File: src/rtl/not_32_unit.sv
// 32-bit bitwise inverter: combinational ~A for the single-cycle ALU path, plus an
// independent one-entry valid/ready register stage carrying ~A to pipelined consumers.
module not_32_unit (
    input  logic        clock,
    input  logic        resetn,
    input  logic [31:0] A,
    output logic [31:0] Out,
    input  logic        in_valid,
    output logic        in_ready,
    output logic [31:0] Out_q,
    output logic        out_valid,
    input  logic        out_ready
);

    logic        accept;
    logic        drain;
    logic [31:0] out_d;
    logic        valid_d;

    // One inverter per bit; no shared logic between bit lanes.
    for (genvar i = 0; i < 32; i++) begin : g_inv
        assign Out[i] = ~A[i];
    end

    assign in_ready = ~out_valid | out_ready;
    assign accept   = in_valid & in_ready;
    assign drain    = out_valid & out_ready;

    always_comb begin
        out_d   = Out_q;
        valid_d = out_valid;
        if (accept) begin
            out_d   = ~A;
            valid_d = 1'b1;
        end else if (drain) begin
            valid_d = 1'b0;
        end
    end

    always_ff @(posedge clock or negedge resetn) begin
        if (!resetn) begin
            Out_q     <= 32'h0000_0000;
            out_valid <= 1'b0;
        end else begin
            Out_q     <= out_d;
            out_valid <= valid_d;
        end
    end

endmodule

File: config.mk
export PLATFORM = sky130hd
export DESIGN_NAME = not_32_unit
export DESIGN_NICKNAME = d
export VERILOG_FILES = /design/src/rtl/not_32_unit.sv
export SDC_FILE = /design/constraint.sdc
export NUM_CORES = 1
export LEC_CHECK = 0
export ABC_AREA = 0
export BUFFER_PORTS_ARGS = -buffer_cell sky130_fd_sc_hd__clkbuf_2
export CAP_MARGIN = 20
export CORE_MARGIN = 2
export CORE_UTILIZATION = 41
export CTS_CLUSTER_DIAMETER = 30
export DETAILED_ROUTE_END_ITERATION = 8
export PLACE_DENSITY_LB_ADDON = 0.15
export SETUP_SLACK_MARGIN = 0.02
export SLEW_MARGIN = 40
export SYNTH_ARGS = -nofsm -noshare
export SYNTH_HDL_FRONTEND = slang
export SYNTH_SLANG_ARGS = --single-unit
File: constraint.sdc
create_clock -name clock -period 1.5 [get_ports clock]
set_input_delay 0.45 -clock clock [delete_from_list [all_inputs] [get_ports clock]]
set_output_delay 0.45 -clock clock [all_outputs]
set_load 0.01 [all_outputs]
# Yosys cells after proc, flatten, opt, wreduce, memory -nomap -nowiden
# Cells that the tools add are included.
# totals
regBits	33
in_bits	36
out_inout_bits	66
# classes
n_mux	2
n_bitwise	37
n_reduce_logical	1
# ops
operator	count
1-bit inverter	33
32-bit inverter	1
1-bit bitwise AND	2
1-bit 2-to-1 mux	2
2-bit nonzero test	1
1-bit bitwise OR	1

# Depth between registers and ports, before layout
# Gate-level depths: netlist (run 1).
# depth
word_depth	4
depth_mapped	4

# Least setup slack after synthesis (run 1)
# OpenSTA, ideal clock, no wires.
# synth_path
path_kind	input-to-reg
from	in out_ready
to	reg Out_q[0]
arrival_time_ns	1.166
t_required_ns	1.375
slack_ns	0.209
cell_stages	4
cell_sequence	nand2b_4 > nand2_4 > buf_12 > mux2_4
# synth_via
elab_chain_cells	2
# synth_lines
element	line	rtl
start, declared	12	input logic out_ready
1-bit bitwise OR	25	assign in_ready = ~out_valid | out_ready;
1-bit bitwise AND	26	assign accept = in_valid & in_ready;
end signal, assigned	45	Out_q <= out_d;
end, declared	10	output logic [31:0] Out_q,
# Every way passes these cells.
# A chain may end at the register's enable or synchronous reset.

# Worst setup path after layout (run 1)
# layout_path
from	reg out_valid
to	out in_ready
# layout_via
elab_chain_cells	2
# layout_lines
element	line	rtl
start, declared	11	output logic out_valid,
start signal, assigned	46	out_valid <= valid_d;
1-bit inverter	25	
1-bit bitwise OR	25	
end, declared	9	output logic in_ready,
# Every way passes these cells.

==> impl_metrics.tcl, run 1 <==
set metrics [dict create \
    status "finished, final reports clean" \
    critical_path.startpoint_type "flop" \
    first_pass_iters 4 \
    crit_type "reg -> out" \
    cts_tree "yes" \
    hold_viol 0 \
    rsz0062_at_grt "no" \
    grt_pass1_vias 1059 \
    p_leak_nw 1.34 \
    synth_top_area_share_pct 54.6 \
    die_w_um 64.7 \
    period_minus_slack_ps 1370 \
    place_congestion 0.655 \
    layout.nets 247 \
    p_comb_share_pct 26.7 \
    synth.top_cells.by_count "dfrtp_1, inv_1, mux2_4" \
    p_total_mw 2.34 \
    clockPowerShare_pct 26.3 \
    cts_setup_buffers 0 \
    yosysTopAreaCell "dfrtp_1" \
    cts_resized 0 \
    crit_arrival_ps 920 \
    critPathTopFamily "flip-flops" \
    utilization_pct 59.9 \
    postSynthAreaPerCell_um2 14.7 \
    row_count 22 \
    overflow 0 \
    dpl.cell_count 252 \
    cts-htree-levels 2 \
    power_density_nw_per_um2 1080 \
    reg2reg_from "out_valid$_DFFE_PN0P_" \
    ys_warn_count 0 \
    slowest_stage "dfrtp_1" \
    synthesis.area_um2 1510 \
    rrSetupSlack_ps 300 \
    globalRouteTotalUtil_pct 14.6 \
    swShare_pct 27.4 \
    ys_seq_elements 33 \
    drive_above_1_share_pct 68.4 \
    fmax_mhz 729 \
    ys_seq_area_share_pct 54.6 \
    diodes 0 \
    clock-sinks 33 \
    drv_cap 0 \
    grt_pass1_wl_mm 4.65 \
    netlist_instances 103 \
    slew_headroom_pct 70.3 \
    p_seq_share_pct 47.0 \
    cts_buffers 5 \
    vias 1101 \
    cp_slowest_stage_delay_ps 410 \
    cts_root_buf "clkbuf_8" \
    async_flop_share_pct 100 \
    ir_drop_mv 0.608 \
    antenna_found_initial 0 \
    dieArea_um2 4190 \
    core_area_um2 3610 \
    synth_area_leaders "dfrtp_1, mux2_4, inv_1" \
    syn_nets 139 \
    io_buffers 101 \
    synth_top_family_by_area "multiplexers" \
    clkSlewWorstSetupHoldPaths_ps 60 \
    r2r_cells 4 \
    cp_num_buf_inv 1 \
    cp-end-kind "primary output" \
    drv_slew 0 \
    synthAdderAreaFrac_pct 0 \
    hold_buffers 0 \
    place_hpwl_mm 2.34 \
    required_ps 1050 \
    switchingPower_uw 639 \
    hp-class "in -> async" \
    ios 102 \
    drt_iter0_drc 22 \
    post_drt_wl_per_cell_um 11.3 \
    syn2layout_area_growth_pct 42.9 \
    synthXorXnorAreaFrac_pct 0 \
    detail-route-antenna-nets 0 \
    die_h_um 64.7 \
    drt-total-wl_mm 2.93 \
    cp_max_fo 3 \
    initial_core_util_pct 41.9 \
    clk_latency_ps 280 \
    grt_max_degree 21 \
    setup_tns_ps 0 \
    synth_simple_gate_area_share_pct 2.15 \
    synth-edff-count 0 \
    synthMuxAreaShare_pct 31.3 \
    timing.hold.ws_ps 102 \
    worstMarginPinSlew_ps 445 \
    final_cells 260 \
    clock_skew_ps 3.39 \
    p_int_mw 1.70 \
    r2r-end "Out_q[8]$_DFFE_PN0P_" \
    vias_per_cell 4.23 \
    crit_chain "nand2b_4 > clkbuf_2" \
    synth.most_common_cell "dfrtp_1" \
    ys_types 8 \
    synth-main-ff-cell "dfrtp_1" \
    drcViolationCount 0 \
    max-clock-path-buffers 2 \
    synth-compound-area-share_pct 0 \
    setup-violations-final 0 \
    period_share_pct 91.4 \
]
-- final cells by class --
| type | instances | area, um^2 |
|---|---|---|
| clock inverter | 2 | 10.0 |
| multi-input combinational | 35 | 505 |
| tap | 48 | 60.1 |
| sequential | 33 | 826 |
| fill | 349 | 1450 |
| clock buffer | 6 | 72.6 |
| timing repair buffer | 104 | 566 |
| inverter | 32 | 120 |
-- routing by layer --
metal | up-vias | routed length [um] | GRT usage, %
li1 | 523 | - | -
met1 | 509 | 1170 | 15.7
met2 | 61 | 1470 | 26.3
met3 | 8 | 217 | 3.99
met4 | 0 | 63 | 7.18
met5 | - | 0 | 0
-- placed cells by master (no fill, tap or decap), drive strengths merged --
| cell type | instances |
|---|---|
| clkbuf | 107 |
| dfrtp | 33 |
| inv | 32 |
| mux2 | 32 |
| buf | 3 |
| clkinv | 2 |
| nand2b | 1 |
| nand2 | 1 |
| or2b | 1 |
-- worst max-delay path by stage --
stage                                     start               endpoint  depth (start not counted)
after floorplan                       out_ready   Out_q[0]$_DFFE_PN0P_                          4
after global placement                out_ready   Out_q[8]$_DFFE_PN0P_                          5
after detailed placement              out_ready  Out_q[28]$_DFFE_PN0P_                          5
after CTS                 out_valid$_DFFE_PN0P_               in_ready                          2
after global routing      out_valid$_DFFE_PN0P_               in_ready                          2
final                     out_valid$_DFFE_PN0P_               in_ready                          2
-- state kept, by name, indices dropped and copies added, names as in the netlist --
name and count:
Out_q 32, out_valid 1
-- cells by family (layout without fill, tap and decap cells) --
group,count (synthesis),count (layout)
AND/OR/NAND/NOR,3,3
flip-flops,33,33
multiplexers,32,32
buffers and inverters,35,144
-- power groups by stage --
stage	Combinational (mW)	Sequential (mW)	Clock, mW
2_1_floorplan	0.306	1.16	0
3_3_place_gp	0.623	1.11	0
3_5_place_dp	0.636	1.11	0
4_1_cts	0.637	1.10	0.642
5_1_grt	0.675	1.11	0.682
6_report	0.625	1.10	0.613
-- through the flow --
| stage | setup WS [ps] | instance area (um^2) |
|---|---|---|
| floorplan | 209 | 1510 |
| global route | 76.9 | 2160 |
| finish | 129 | 2160 |
| CTS | 105 | 2160 |
| global placement | 106 | 2080 |
| detailed placement | 84.3 | 2080 |
Power figures use the tool's default switching activity.
==> run 2, diff against run 1 <==
--- a/config.mk
+++ b/config.mk
@@ -8,12 +8,12 @@
 export ABC_AREA = 0
 export BUFFER_PORTS_ARGS = -buffer_cell sky130_fd_sc_hd__clkbuf_2
 export CAP_MARGIN = 20
-export CORE_MARGIN = 2
+export CORE_MARGIN = 3
 export CORE_UTILIZATION = 41
 export CTS_CLUSTER_DIAMETER = 30
 export DETAILED_ROUTE_END_ITERATION = 8
 export PLACE_DENSITY_LB_ADDON = 0.15
-export SETUP_SLACK_MARGIN = 0.02
+export SETUP_SLACK_MARGIN = 0.3
 export SLEW_MARGIN = 40
 export SYNTH_ARGS = -nofsm -noshare
 export SYNTH_HDL_FRONTEND = slang
==> run 2 against run 1 <==
  * Sequential share of layout area shrank 3.5 points
  * Power grew 8.9%
  * Critical endpoint unchanged
  * Cell area grew 10%
  * Sequential power is essentially flat
  * Clock power grew 4.4%
  * Critical path depth is the same
  * Flip-flop and latch count is the same
  * Clock-buffer cell count grew 1
  * Non-clock buffer count grew 29
  * Routed wire length grew 16%
==> impl_metrics.tcl, run 2 (same netlist as run 1, synthesis figures left out) <==
set metrics [dict create \
    status "finished, final reports clean" \
    core_area_um2 3440 \
    reg_top3 "Out_q: 32 flops, out_valid: 1 flops" \
    cts_root_buf "clkbuf_8" \
    fmax_mhz 733 \
    drt_iter0_drc 27 \
    clock-sinks 33 \
    dieArea_um2 4450 \
    grt_pass1_wl_mm 5.28 \
    crit_type "reg -> out" \
    globalRouteTotalUtil_pct 15.7 \
    p_leak_nw 1.46 \
    drcViolationCount 0 \
    drt-total-wl_mm 3.41 \
    power_density_nw_per_um2 1070 \
    die_w_um 66.7 \
    ir_drop_mv 0.538 \
    period_minus_slack_ps 1360 \
    die_h_um 66.7 \
    post_drt_wl_per_cell_um 11.9 \
    hp-class "in -> async" \
    vias_per_cell 4.19 \
    clk_latency_ps 270 \
    timing.hold.ws_ps 111 \
    final_cells 286 \
    fin_ws_ps 136 \
    overflow 0 \
    hold_buffers 0 \
    critical_path.startpoint_type "flop" \
    cts-htree-levels 2 \
    diodes 0 \
    mostFrequentLayoutCell "clkbuf_2" \
    cp_max_fo 3 \
    cts_tree "yes" \
    place_congestion 0.653 \
    drive_above_1_share_pct 75.0 \
    crit_chain "nand2b_4 > buf_8" \
    hold_viol 0 \
    rrSetupSlack_ps 230 \
    clock_skew_ps 1.66 \
    initial_core_util_pct 43.9 \
    syn2layout_area_growth_pct 57.4 \
    grt_pass1_vias 1186 \
    utilization_pct 69.1 \
    cp_slowest_stage_delay_ps 410 \
    crit_arrival_ps 910 \
    setup_tns_ps 0 \
    drv_slew 0 \
    required_ps 1050 \
    layout_common_cells "clkbuf_2, dfrtp_1, buf_4" \
    fillers 270 \
    largest_register "Out_q" \
    layout.nets 276 \
    cp-end-kind "primary output" \
    slew_headroom_pct 70.0 \
    clkSlewWorstSetupHoldPaths_ps 60 \
    ios 102 \
    max-clock-path-buffers 2 \
    io_buffers 101 \
    grt_max_degree 33 \
    cts_buffers 5 \
    first_pass_iters 2 \
    slowest_stage "dfrtp_1" \
    row_count 21 \
    detail-route-antenna-nets 0 \
    vias 1198 \
    place_hpwl_mm 2.48 \
    period_share_pct 90.9 \
    dpl.cell_count 248 \
    preCtsSetupSlack_ps 3.99 \
    largest_reg_flops 32 \
    worstMarginPinSlew_ps 450 \
    drv_cap 0 \
    rsz0062_at_grt "yes" \
    setup-violations-final 0 \
    antenna_found_initial 0 \
]
## run 2: changes by cell type in the layout (fill, tap and decap cells not counted), moves of 7 or more
cell,change
inv_2,+7
clkbuf_2,-15
buf_2,+13
inv_1,-7
buf_4,+31
## run 2: where the power goes
| group | leakage [nW] | total (mW) | internal, mW | switching, mW |
|---|---|---|---|---|
| clock network | 0.0443 | 0.640 | 0.363 | 0.277 |
| logic | 1.03 | 0.812 | 0.495 | 0.317 |
| registers | 0.385 | 1.09 | 1.02 | 0.0699 |
| total | 1.46 | 2.54 | 1.88 | 0.664 |
## run 2: through the flow
stage	power (mW)	cell area, um^2
5_1_grt	2.68	2380
3_5_place_dp	1.74	2040
3_3_place_gp	1.72	2040
6_report	2.54	2380
2_1_floorplan	1.47	1520
4_1_cts	2.49	2270
## run 2: per-layer routing
metal,vias to the layer above,global-route usage (%),part of all wire [%]
met3,9,4.22,8.9
met1,546,17.2,37
met2,58,28.5,53
met5,-,0,0
li1,585,-,-
met4,0,6.09,1.3
## run 2: critical path, delay by kind of cell (launching register included)
kind | cells | cell delay [ps]
flops | 1 | 410
simple gates | 1 | 120
buf+inv | 1 | 110
## run 2: path summary, 6_finish.rpt
path                                             from                    end  cells past startpoint
worst max-delay path            out_valid$_DFFE_PN0P_               in_ready                      2
worst min-delay path                           resetn   Out_q[1]$_DFFE_PN0P_                      1
worst max register to register  out_valid$_DFFE_PN0P_  Out_q[23]$_DFFE_PN0P_                      3
worst min register to register  Out_q[30]$_DFFE_PN0P_  Out_q[30]$_DFFE_PN0P_                      1
max in group asynchronous                      resetn   Out_q[5]$_DFFE_PN0P_                      2
min in group clock                              A[13]  Out_q[13]$_DFFE_PN0P_                      3
## run 2: final cells by class
type	count	area, um^2	area share [%]
Tap cell	46	57.6	2.42
Inverter	32	120	5.05
Clock buffer	7	86.3	3.63
Multi-Input combinational cell	35	514	21.6
Timing Repair Buffer	133	774	32.6
Sequential cell	33	826	34.7
## run 2: what timing repair did
item / in CTS / in global routing
buffers inserted: 17 / 14
endpoints found under the setup margin: 66 / 77
resized for setup: 1 / 23
cloned: 0 / 0
